**src/rtl/elephant_ise_pkg.sv**
```systemverilog
// Shared constants, encodings and helpers for the Elephant/Spongent inverse ISE engine.
package elephant_ise_pkg;

  typedef enum logic [1:0] {
    OP_INV_SSTEP   = 2'd0,
    OP_INV_PSTEP_X = 2'd1,
    OP_INV_PSTEP_Y = 2'd2,
    OP_RSVD        = 2'd3
  } op_t;

  typedef enum logic [1:0] {
    ST_IDLE = 2'd0,
    ST_PERM = 2'd1,
    ST_SBOX = 2'd2,
    ST_DONE = 2'd3
  } state_t;

  // Delta-swaps undoing the forward sstep, listed in the order they are applied.
  localparam logic [31:0] SSTEP_MASK  [4] = '{32'h0000FF00, 32'h0000F0F0,
                                              32'h00CC00CC, 32'h0A0A0A0A};
  localparam logic [4:0]  SSTEP_SHIFT [4] = '{5'd8, 5'd12, 5'd6, 5'd3};

  // p-step tables indexed by imm; entry 7 is the invalid selector and never used.
  localparam logic [31:0] PSTEP_MASK  [8] = '{32'h000000FF, 32'h000000FF, 32'h000000FF,
                                              32'h0000FF00, 32'h000000FF, 32'h0000FF00,
                                              32'h00FF0000, 32'h00000000};
  localparam logic [4:0]  PSTEP_SHIFT [8] = '{5'd8, 5'd16, 5'd24, 5'd8,
                                              5'd24, 5'd16, 5'd8, 5'd0};
  localparam logic [4:0]  PSTEP_ROTR  [8] = '{5'd0, 5'd0, 5'd0, 5'd0,
                                              5'd8, 5'd16, 5'd24, 5'd0};

  localparam logic [2:0] IMM_INVALID = 3'd7;

  // Inverse of the Spongent 4-bit S-box.
  function automatic logic [3:0] inv_sbox(input logic [3:0] n);
    case (n)
      4'h0: inv_sbox = 4'h3;
      4'h1: inv_sbox = 4'h5;
      4'h2: inv_sbox = 4'h4;
      4'h3: inv_sbox = 4'hE;
      4'h4: inv_sbox = 4'h6;
      4'h5: inv_sbox = 4'hB;
      4'h6: inv_sbox = 4'hF;
      4'h7: inv_sbox = 4'h8;
      4'h8: inv_sbox = 4'hA;
      4'h9: inv_sbox = 4'hC;
      4'hA: inv_sbox = 4'h9;
      4'hB: inv_sbox = 4'h2;
      4'hC: inv_sbox = 4'hD;
      4'hD: inv_sbox = 4'h1;
      4'hE: inv_sbox = 4'h0;
      default: inv_sbox = 4'h7;
    endcase
  endfunction

  // Self-inverse delta-swap of bit pairs (i, i+n) selected by mask.
  function automatic logic [31:0] swapmv(input logic [31:0] x, input logic [31:0] mask,
                                         input logic [4:0] n);
    logic [31:0] t;
    t = (x ^ (x >> n)) & mask;
    swapmv = x ^ t ^ (t << n);
  endfunction

  function automatic logic [31:0] rotr32(input logic [31:0] x, input logic [4:0] r);
    logic [63:0] d;
    d = {x, x} >> r;
    rotr32 = d[31:0];
  endfunction

endpackage

```
**src/rtl/elephant_inv_sbox.sv**
```systemverilog
// Combinational inverse S-box layer over all eight nibbles of a word.
module elephant_inv_sbox
  import elephant_ise_pkg::*;
(
  input  logic [31:0] din,
  output logic [31:0] dout
);

  // Substitute each nibble independently.
  always_comb begin
    dout = '0;
    for (int unsigned i = 0; i < 8; i++) begin
      dout[4*i +: 4] = inv_sbox(din[4*i +: 4]);
    end
  end

endmodule

```
**src/rtl/elephant_ise_inv.sv**
```systemverilog
// Iterative inverse engine for the Elephant/Spongent sstep and pstep ISE operations.
module elephant_ise_inv
  import elephant_ise_pkg::*;
(
  input  logic        g_clk,
  input  logic        g_resetn,
  input  logic        flush,
  input  logic        req_valid,
  output logic        req_ready,
  input  logic [1:0]  req_op,
  input  logic [2:0]  req_imm,
  input  logic [31:0] req_rs1,
  input  logic [31:0] req_rs2,
  output logic        rsp_valid,
  input  logic        rsp_ready,
  output logic [31:0] rsp_rd
);

  state_t      state_q, state_d;
  op_t         op_q, req_op_e;
  logic [2:0]  imm_q;
  logic [31:0] x_q, y_q;
  logic [1:0]  cnt_q;
  logic [31:0] rd_q;

  logic        accept;
  logic        bypass;
  logic [31:0] swap_x;
  logic [31:0] sbox_out;
  logic [31:0] x_r, pt, px, py;

  assign req_op_e  = op_t'(req_op);
  assign req_ready = (state_q == ST_IDLE) && !flush;
  assign accept    = req_valid && req_ready;
  assign bypass    = (req_op_e == OP_RSVD) ||
                     ((req_op_e != OP_INV_SSTEP) && (req_imm == IMM_INVALID));
  assign rsp_valid = (state_q == ST_DONE);
  assign rsp_rd    = rd_q;

  assign swap_x = swapmv(x_q, SSTEP_MASK[cnt_q], SSTEP_SHIFT[cnt_q]);

  elephant_inv_sbox u_sbox (
    .din  (x_q),
    .dout (sbox_out)
  );

  // Single-cycle inverse p-step: un-rotate x, then undo the x/y byte swap.
  always_comb begin
    x_r = rotr32(x_q, PSTEP_ROTR[imm_q]);
    pt  = (y_q ^ (x_r >> PSTEP_SHIFT[imm_q])) & PSTEP_MASK[imm_q];
    px  = x_r ^ (pt << PSTEP_SHIFT[imm_q]);
    py  = y_q ^ pt;
  end

  // State register.
  always_ff @(posedge g_clk or negedge g_resetn) begin
    if (!g_resetn) state_q <= ST_IDLE;
    else           state_q <= state_d;
  end

  // Next-state logic; flush overrides every state.
  always_comb begin
    state_d = state_q;
    if (flush) begin
      state_d = ST_IDLE;
    end else begin
      case (state_q)
        ST_IDLE: if (req_valid) state_d = bypass ? ST_DONE : ST_PERM;
        ST_PERM: begin
          if (op_q != OP_INV_SSTEP) state_d = ST_DONE;
          else if (cnt_q == 2'd3)   state_d = ST_SBOX;
        end
        ST_SBOX: state_d = ST_DONE;
        ST_DONE: if (rsp_ready) state_d = ST_IDLE;
        default: state_d = ST_IDLE;
      endcase
    end
  end

  // Operand latch, swap iteration and result register.
  always_ff @(posedge g_clk or negedge g_resetn) begin
    if (!g_resetn) begin
      op_q  <= OP_INV_SSTEP;
      imm_q <= '0;
      x_q   <= '0;
      y_q   <= '0;
      cnt_q <= '0;
      rd_q  <= '0;
    end else if (!flush) begin
      case (state_q)
        ST_IDLE: begin
          if (accept) begin
            op_q  <= req_op_e;
            imm_q <= req_imm;
            x_q   <= req_rs1;
            y_q   <= req_rs2;
            cnt_q <= '0;
            if (bypass) rd_q <= '0;
          end
        end
        ST_PERM: begin
          if (op_q == OP_INV_SSTEP) begin
            x_q   <= swap_x;
            cnt_q <= cnt_q + 2'd1;
          end else begin
            rd_q <= (op_q == OP_INV_PSTEP_X) ? px : py;
          end
        end
        ST_SBOX: rd_q <= sbox_out;
        default: ;
      endcase
    end
  end

endmodule

```
**config.mk**
```make
export PLATFORM = sky130hd
export DESIGN_NAME = elephant_ise_inv
export DESIGN_NICKNAME = d
export VERILOG_FILES = /design/src/rtl/elephant_ise_pkg.sv /design/src/rtl/elephant_inv_sbox.sv /design/src/rtl/elephant_ise_inv.sv
export SDC_FILE = /design/constraint.sdc
export NUM_CORES = 1
export LEC_CHECK = 0
export CORE_MARGIN = 2
export CORE_UTILIZATION = 35
export DETAILED_ROUTE_END_ITERATION = 7
export GPL_TIMING_DRIVEN = 0
export PLACE_DENSITY_LB_ADDON = 0.05
export SLEW_MARGIN = 20
export SYNTH_ARGS = -nofsm -noshare
export SYNTH_HDL_FRONTEND = slang
export SYNTH_SLANG_ARGS = --single-unit
```
**constraint.sdc**
```tcl
create_clock -name g_clk -period 4.1 [get_ports g_clk]
set_input_delay 0.615 -clock g_clk [delete_from_list [all_inputs] [get_ports g_clk]]
set_output_delay 0.615 -clock g_clk [all_outputs]
set_load 0.02 [all_outputs]
```
==> results of run 1 <==
[critical path, delay by kind of cell, from the launching register on]
family,cells,cell delay (ns)
xor gates and xnor gates,1,0.15
adders and majority gates,1,0.27
AOI/OAI and AO/OA,4,1.15
and+or+nand+nor,3,0.87
DFF,1,0.38
buffers and inverters,7,1.08
[final timing paths]
path / start / endpoint / depth (start not counted)
worst max-delay path: cnt_q[1] / x_q[12] / 16
worst min-delay path: g_resetn / x_q[19] / 1
worst max register to register: cnt_q[1] / x_q[12] / 16
worst min register to register: y_q[27] / y_q[27] / 2
max in group asynchronous: g_resetn / rsp_rd[20] / 2
min in group g_clk: y_q[27] / y_q[27] / 2
[metal layers]
| layer | routed length, um | track usage |
|---|---|---|
| met1 | 32600 | 0.547 |
| met2 | 28400 | 0.519 |
| met3 | 7970 | 0.104 |
| met4 | 2460 | 0.128 |
| met5 | 0 | 0 |
[cells in the final DEF, fill, tap and decap left out, types with 12 or more instances in the layout]
| cell | synthesis | final |
|---|---|---|
| a21oi_1 | 113 | 111 |
| a221oi_1 | 16 | 14 |
| buf_4 | 6 | 20 |
| clkbuf_2 | 0 | 12 |
| o221ai_1 | 19 | 19 |
| a31oi_1 | 26 | 24 |
| buf_2 | 21 | 19 |
| inv_1 | 44 | 43 |
| o22ai_1 | 39 | 34 |
| nor2_1 | 93 | 90 |
| nor3_1 | 20 | 19 |
| a22oi_1 | 20 | 19 |
| buf_1 | 19 | 12 |
| xor2_1 | 30 | 28 |
| a211oi_1 | 25 | 24 |
| o21ai_0 | 148 | 144 |
| mux2_2 | 23 | 23 |
| mux2i_1 | 94 | 89 |
| clkbuf_1 | 100 | 88 |
| ha_1 | 71 | 71 |
| nand3_1 | 21 | 20 |
| mux4_2 | 20 | 20 |
| o211ai_1 | 19 | 19 |
| a32oi_1 | 13 | 12 |
| xnor2_1 | 65 | 62 |
| dfrtp_1 | 105 | 104 |
| clkdlybuf4s50_1 | 0 | 106 |
| nor2b_1 | 19 | 18 |
| nand2_1 | 255 | 254 |
[area by class of cell]
type / count / area (um2) / share of cell area
Tap cell: 461 / 577 / 0.0381
Timing Repair Buffer: 125 / 1240 / 0.0818
Multi-Input combinational cell: 1344 / 9540 / 0.630
Clock inverter: 6 / 61.3 / 0.00405
Sequential cell: 105 / 2630 / 0.173
Inverter: 45 / 173 / 0.0114
Clock buffer: 10 / 229 / 0.0151
Buffer: 146 / 702 / 0.0463
[logic make-up (layout without fill, tap and decap cells)]
group / count (synthesis) / count (layout) / share of synthesized area
buffers and inverters: 193 / 332 / 0.0623
AO/OA/AOI/OAI: 558 / 558 / 0.289
flip-flops: 105 / 105 / 0.208
XOR/XNOR: 98 / 98 / 0.0705
adder cells (fa/ha/maj): 71 / 71 / 0.0702
AND/OR/NAND/NOR: 478 / 478 / 0.167
multiplexers: 139 / 139 / 0.133
[timing repair]
action                                  CTS  global route
pin swaps                                 6             7
resized for setup                        64            27
endpoints found under the setup margin   48            35
cloned                                    0             0
buffers inserted                          7            10
[metrics by stage]
stage / util / TNS [ns]
final: 0.426 / 0
after global routing: 0.426 / -0.0844
after global placement: 0.402 / -292.74
after floorplan: - / 0
after CTS: 0.421 / 0
after detailed placement: 0.403 / -38.63
[registers in the layout (all words and copies together), names as in the netlist]
register,count
cnt_q,2
imm_q,3
op_q,2
rsp_rd,32
state_q,2
x_q,32
y_q,32
==> results.ini, run 1 <==
[clock_tree]
clock_latency_ns = 0.40
clock-sinks = 105
cts_tree = yes
clkTransAtPathRegs_ns = 0.10
htreeDepth = 3
cts-root-buf = clkbuf_16
cts_inserted_buffers = 9
cts_buffer_depth = 2
cts_hold_buf = 0

[timing]
fmax_mhz = 246
tightest_slew_ns = 1.19
whs_ns = 0.145
period_minus_slack_ns = 4.07
finalSetupViolCount = 0
finalCritPeriodShare = 0.992
setup_ws_ns = 0.0310
slew_headroom = 0.189
hold_viol = 0
rsz0062_at_grt = true
finalClockSkew_ns = 0.0200
slew_violations = 0

[synth]
yosysTopAreaCell = dfrtp_1
yosysMostFrequentCell = nand2_1
synth_warnings = 0
synth_nets = 1787
synthArstFlopShare = 1.00
ys_ff_latch = 105
synthTopCellsByArea = dfrtp_1, nand2_1, mux2i_1, ha_1, o21ai_0
ys_top_cells_by_count = nand2_1, o21ai_0, a21oi_1
ys_seq_area_frac = 0.208
ys.flop_type = dfrtp_1
synth_cell_types = 77
syn_area_um2 = 12700
synthCells = 1642
syn-mean-instance-area_um2 = 7.71
synth_edf_count = 0
synth_top_area_frac = 0.208

[route]
drt-initial-drc-count = 1723
vias = 14400
drt_wl_total_mm = 71.5
ant_nets = 0
firstDrtPassIters = 8
drcViolationCount = 0
via_per_inst = 6.41
wire_per_inst_um = 31.9

[floorplan]
core_um2 = 35600
die_w_um = 194
num_rows = 69
die_area_um2 = 37700
die_h_um = 194
start_util = 0.356
io_pins = 108

[placement]
place_area_um2 = 14300
dpl_worst_slack_ns = -1.72
dp.cells = 2211
port-buffer-count = 107
gp_congestion = 1.02
detailed_place_hpwl_mm = 55.5

[cells_and_area]
final_area_um2 = 15200
drive_above_1_share = 0.110
area_growth_pct = 19.7
final_cells = 2242
nNetsFinal = 1921
diodes = 0
fillCellCount = 3754

[grt]
globalRoute.totalOverflow = 0
grt_pass1_wl_mm = 102
first_global_vias = 13700
track_usage = 0.373
grt_start_max_net_pins = 64
antenna_found_initial = 0

[worst_setup_path]
crit_path_cell_trace = buf_6, buf_12, clkinvlp_4, clkbuf_8, clkbuf_8, ha_1, clkbuf_4, buf_12, nand2b_1, o22ai_1, nor2_2, xnor2_2, nor3_1, o21ai_1, a221oi_2, o21ai_1
cpMaxStageDelayCell = a221oi_2
cp_data_required_time_ns = 4.35
endpoint_kind = flip-flop
critPathMaxStageDelay_ns = 0.61
crit_type = flip-flop to flip-flop
crit_fanout = 11
crit_arrival_ns = 4.32
start_kind = flip-flop
worst-r2r-setup-slack_ns = 0.03

[status]
status = complete, no violations

[min_path]
min_path_type = primary input to asynchronous set/reset pin

[flow_run]
cap_violations = 0

Power of run 1 is left out: the tool's default activity adds up to more than one toggle a clock period on the data nets, which glitch-free logic cannot reach.
==> run 2, diff against run 1 <==
--- a/config.mk
+++ b/config.mk
@@ -10,7 +10,7 @@
 export DETAILED_ROUTE_END_ITERATION = 7
 export GPL_TIMING_DRIVEN = 0
 export PLACE_DENSITY_LB_ADDON = 0.05
-export SLEW_MARGIN = 20
+export SETUP_SLACK_MARGIN = 0.3
 export SYNTH_ARGS = -nofsm -noshare
 export SYNTH_HDL_FRONTEND = slang
 export SYNTH_SLANG_ARGS = --single-unit
==> results.ini, run 2 (synthesis results as in run 1) <==
[cells_and_area]
final_area_um2 = 15400
diodes = 0
final_cells = 2254
fin_util = 0.434
most-common-layout-cells = nand2_1, o21ai_0, a21oi_1
area_growth_pct = 22.0
drive_above_1_share = 0.125
layout_commonest_cell = nand2_1
nNetsFinal = 1933

[timing]
fmax_mhz = 260
slew_headroom = 0.203
finalCritPeriodShare = 0.938
slew_violations = 0
tightest_slew_ns = 1.20
finalClockSkew_ns = 0.0110
finalSetupViolCount = 0
hold_viol = 0
finalSetupTns_ns = 0
rsz0062_at_grt = false
period_minus_slack_ns = 3.85

[flow_run]
cap_violations = 0

[grt]
grt_start_max_net_pins = 62
first_global_vias = 13700
globalRoute.totalOverflow = 0
antenna_found_initial = 1
grt_pass1_wl_mm = 100
track_usage = 0.370

[floorplan]
core_um2 = 35600
die_w_um = 194
die_h_um = 194
start_util = 0.356
num_rows = 69
die_area_um2 = 37700
io_pins = 108

[clock_tree]
clock_latency_ns = 0.40
cts_hold_buf = 0
clkTransAtPathRegs_ns = 0.09
cts_tree = yes
cts-root-buf = clkbuf_16
cts_buffer_depth = 2
cts_inserted_buffers = 9
clock-sinks = 105
htreeDepth = 3

[route]
top_layer_used = met5
drt-initial-drc-count = 1690
ant_nets = 0
via_per_inst = 6.46
wire_per_inst_um = 31.5
wl_met1_mm = 31.2
wl_met3_mm = 8.50
vias = 14600
drt_wl_total_mm = 71.0
wl_met2_mm = 28.4
drcViolationCount = 0
firstDrtPassIters = 5

[worst_setup_path]
critPathTopFamily = buffers and inverters
crit_fanout = 10
critPathMaxStageDelay_ns = 0.97
crit_path_cell_trace = buf_1, inv_1, ha_1, nor2_1, a21oi_1, a2111oi_1, a221oi_1, o21ai_0
endpoint_kind = flip-flop
cp.buffers_inverters = 2
cpMaxStageDelayCell = a2111oi_1
start_kind = flip-flop
cp_data_required_time_ns = 4.42
crit_type = flip-flop to flip-flop
worst-r2r-setup-slack_ns = 0.25
crit_arrival_ns = 4.17

[placement]
port-buffer-count = 107
dp.cells = 2211
detailed_place_hpwl_mm = 54.9
place_area_um2 = 14300
gp_congestion = 1.01

[status]
status = complete, no violations

[min_path]
min_path_type = primary input to asynchronous set/reset pin

run 2: worst reg2reg max path, stage by stage, from the launching register on:
cell and delay, ns:
dfrtp_1 0.62, buf_1 0.92, inv_1 0.49, ha_1 0.35
nor2_1 0.14, a21oi_1 0.07, a2111oi_1 0.97, a221oi_1 0.09
o21ai_0 0.12
run 2: through the flow:
stage / setup slack (ns) / hold slack [ns]
after floorplan: 0.382 / 0.319
after global placement: -2.49 / 0.463
after detailed placement: -1.51 / 0.472
after CTS: 0.301 / 0.165
after global routing: 0.278 / 0.184
final: 0.254 / 0.148
run 2: what timing repair did:
| action | 4_1_cts | 5_1_grt |
|---|---|---|
| gates cloned | 0 | 1 |
| resized for setup | 98 | 32 |
| setup endpoints to repair | 60 | 50 |
| endpoints found under the hold margin | 0 | 0 |
| buffers inserted | 17 | 10 |
| pin swaps | 14 | 3 |
run 2: metal layers:
metal  up-vias  track usage
met1      7143        0.533
met5         -            0
li1       6318            -
met2       922        0.513
met3       170        0.117
met4         2        0.137
run 2: area by class of cell:
class / instances / area (um2)
Buffer: 147 / 749
Timing Repair Buffer: 136 / 1340
Clock inverter: 7 / 92.6
Fill cell: 3736 / 20100
Sequential cell: 105 / 2630
Tap cell: 461 / 577
Multi-Input combinational cell: 1344 / 9650
Inverter: 45 / 173
Clock buffer: 9 / 225
run 2: final timing paths:
kind | end | depth (start not counted) | start
worst max-delay path | rsp_rd[15] | 8 | x_q[12]
worst min-delay path | x_q[19] | 1 | g_resetn
worst max register to register | rsp_rd[15] | 8 | x_q[12]
worst min register to register | y_q[28] | 2 | y_q[28]
max in group asynchronous | rsp_rd[14] | 2 | g_resetn
min in group g_clk | y_q[28] | 2 | y_q[28]
Power of run 2 is left out for the same reason.
==> run 3, diff against run 2 <==
--- a/config.mk
+++ b/config.mk
@@ -7,6 +7,7 @@
 export LEC_CHECK = 0
 export CORE_MARGIN = 2
 export CORE_UTILIZATION = 35
+export CTS_CLUSTER_SIZE = 24
 export DETAILED_ROUTE_END_ITERATION = 7
 export GPL_TIMING_DRIVEN = 0
 export PLACE_DENSITY_LB_ADDON = 0.05
==> results of run 3 <==
No change in the layout: final DEF, timing and power equal those of run 2.
Power of run 3 is left out for the same reason.
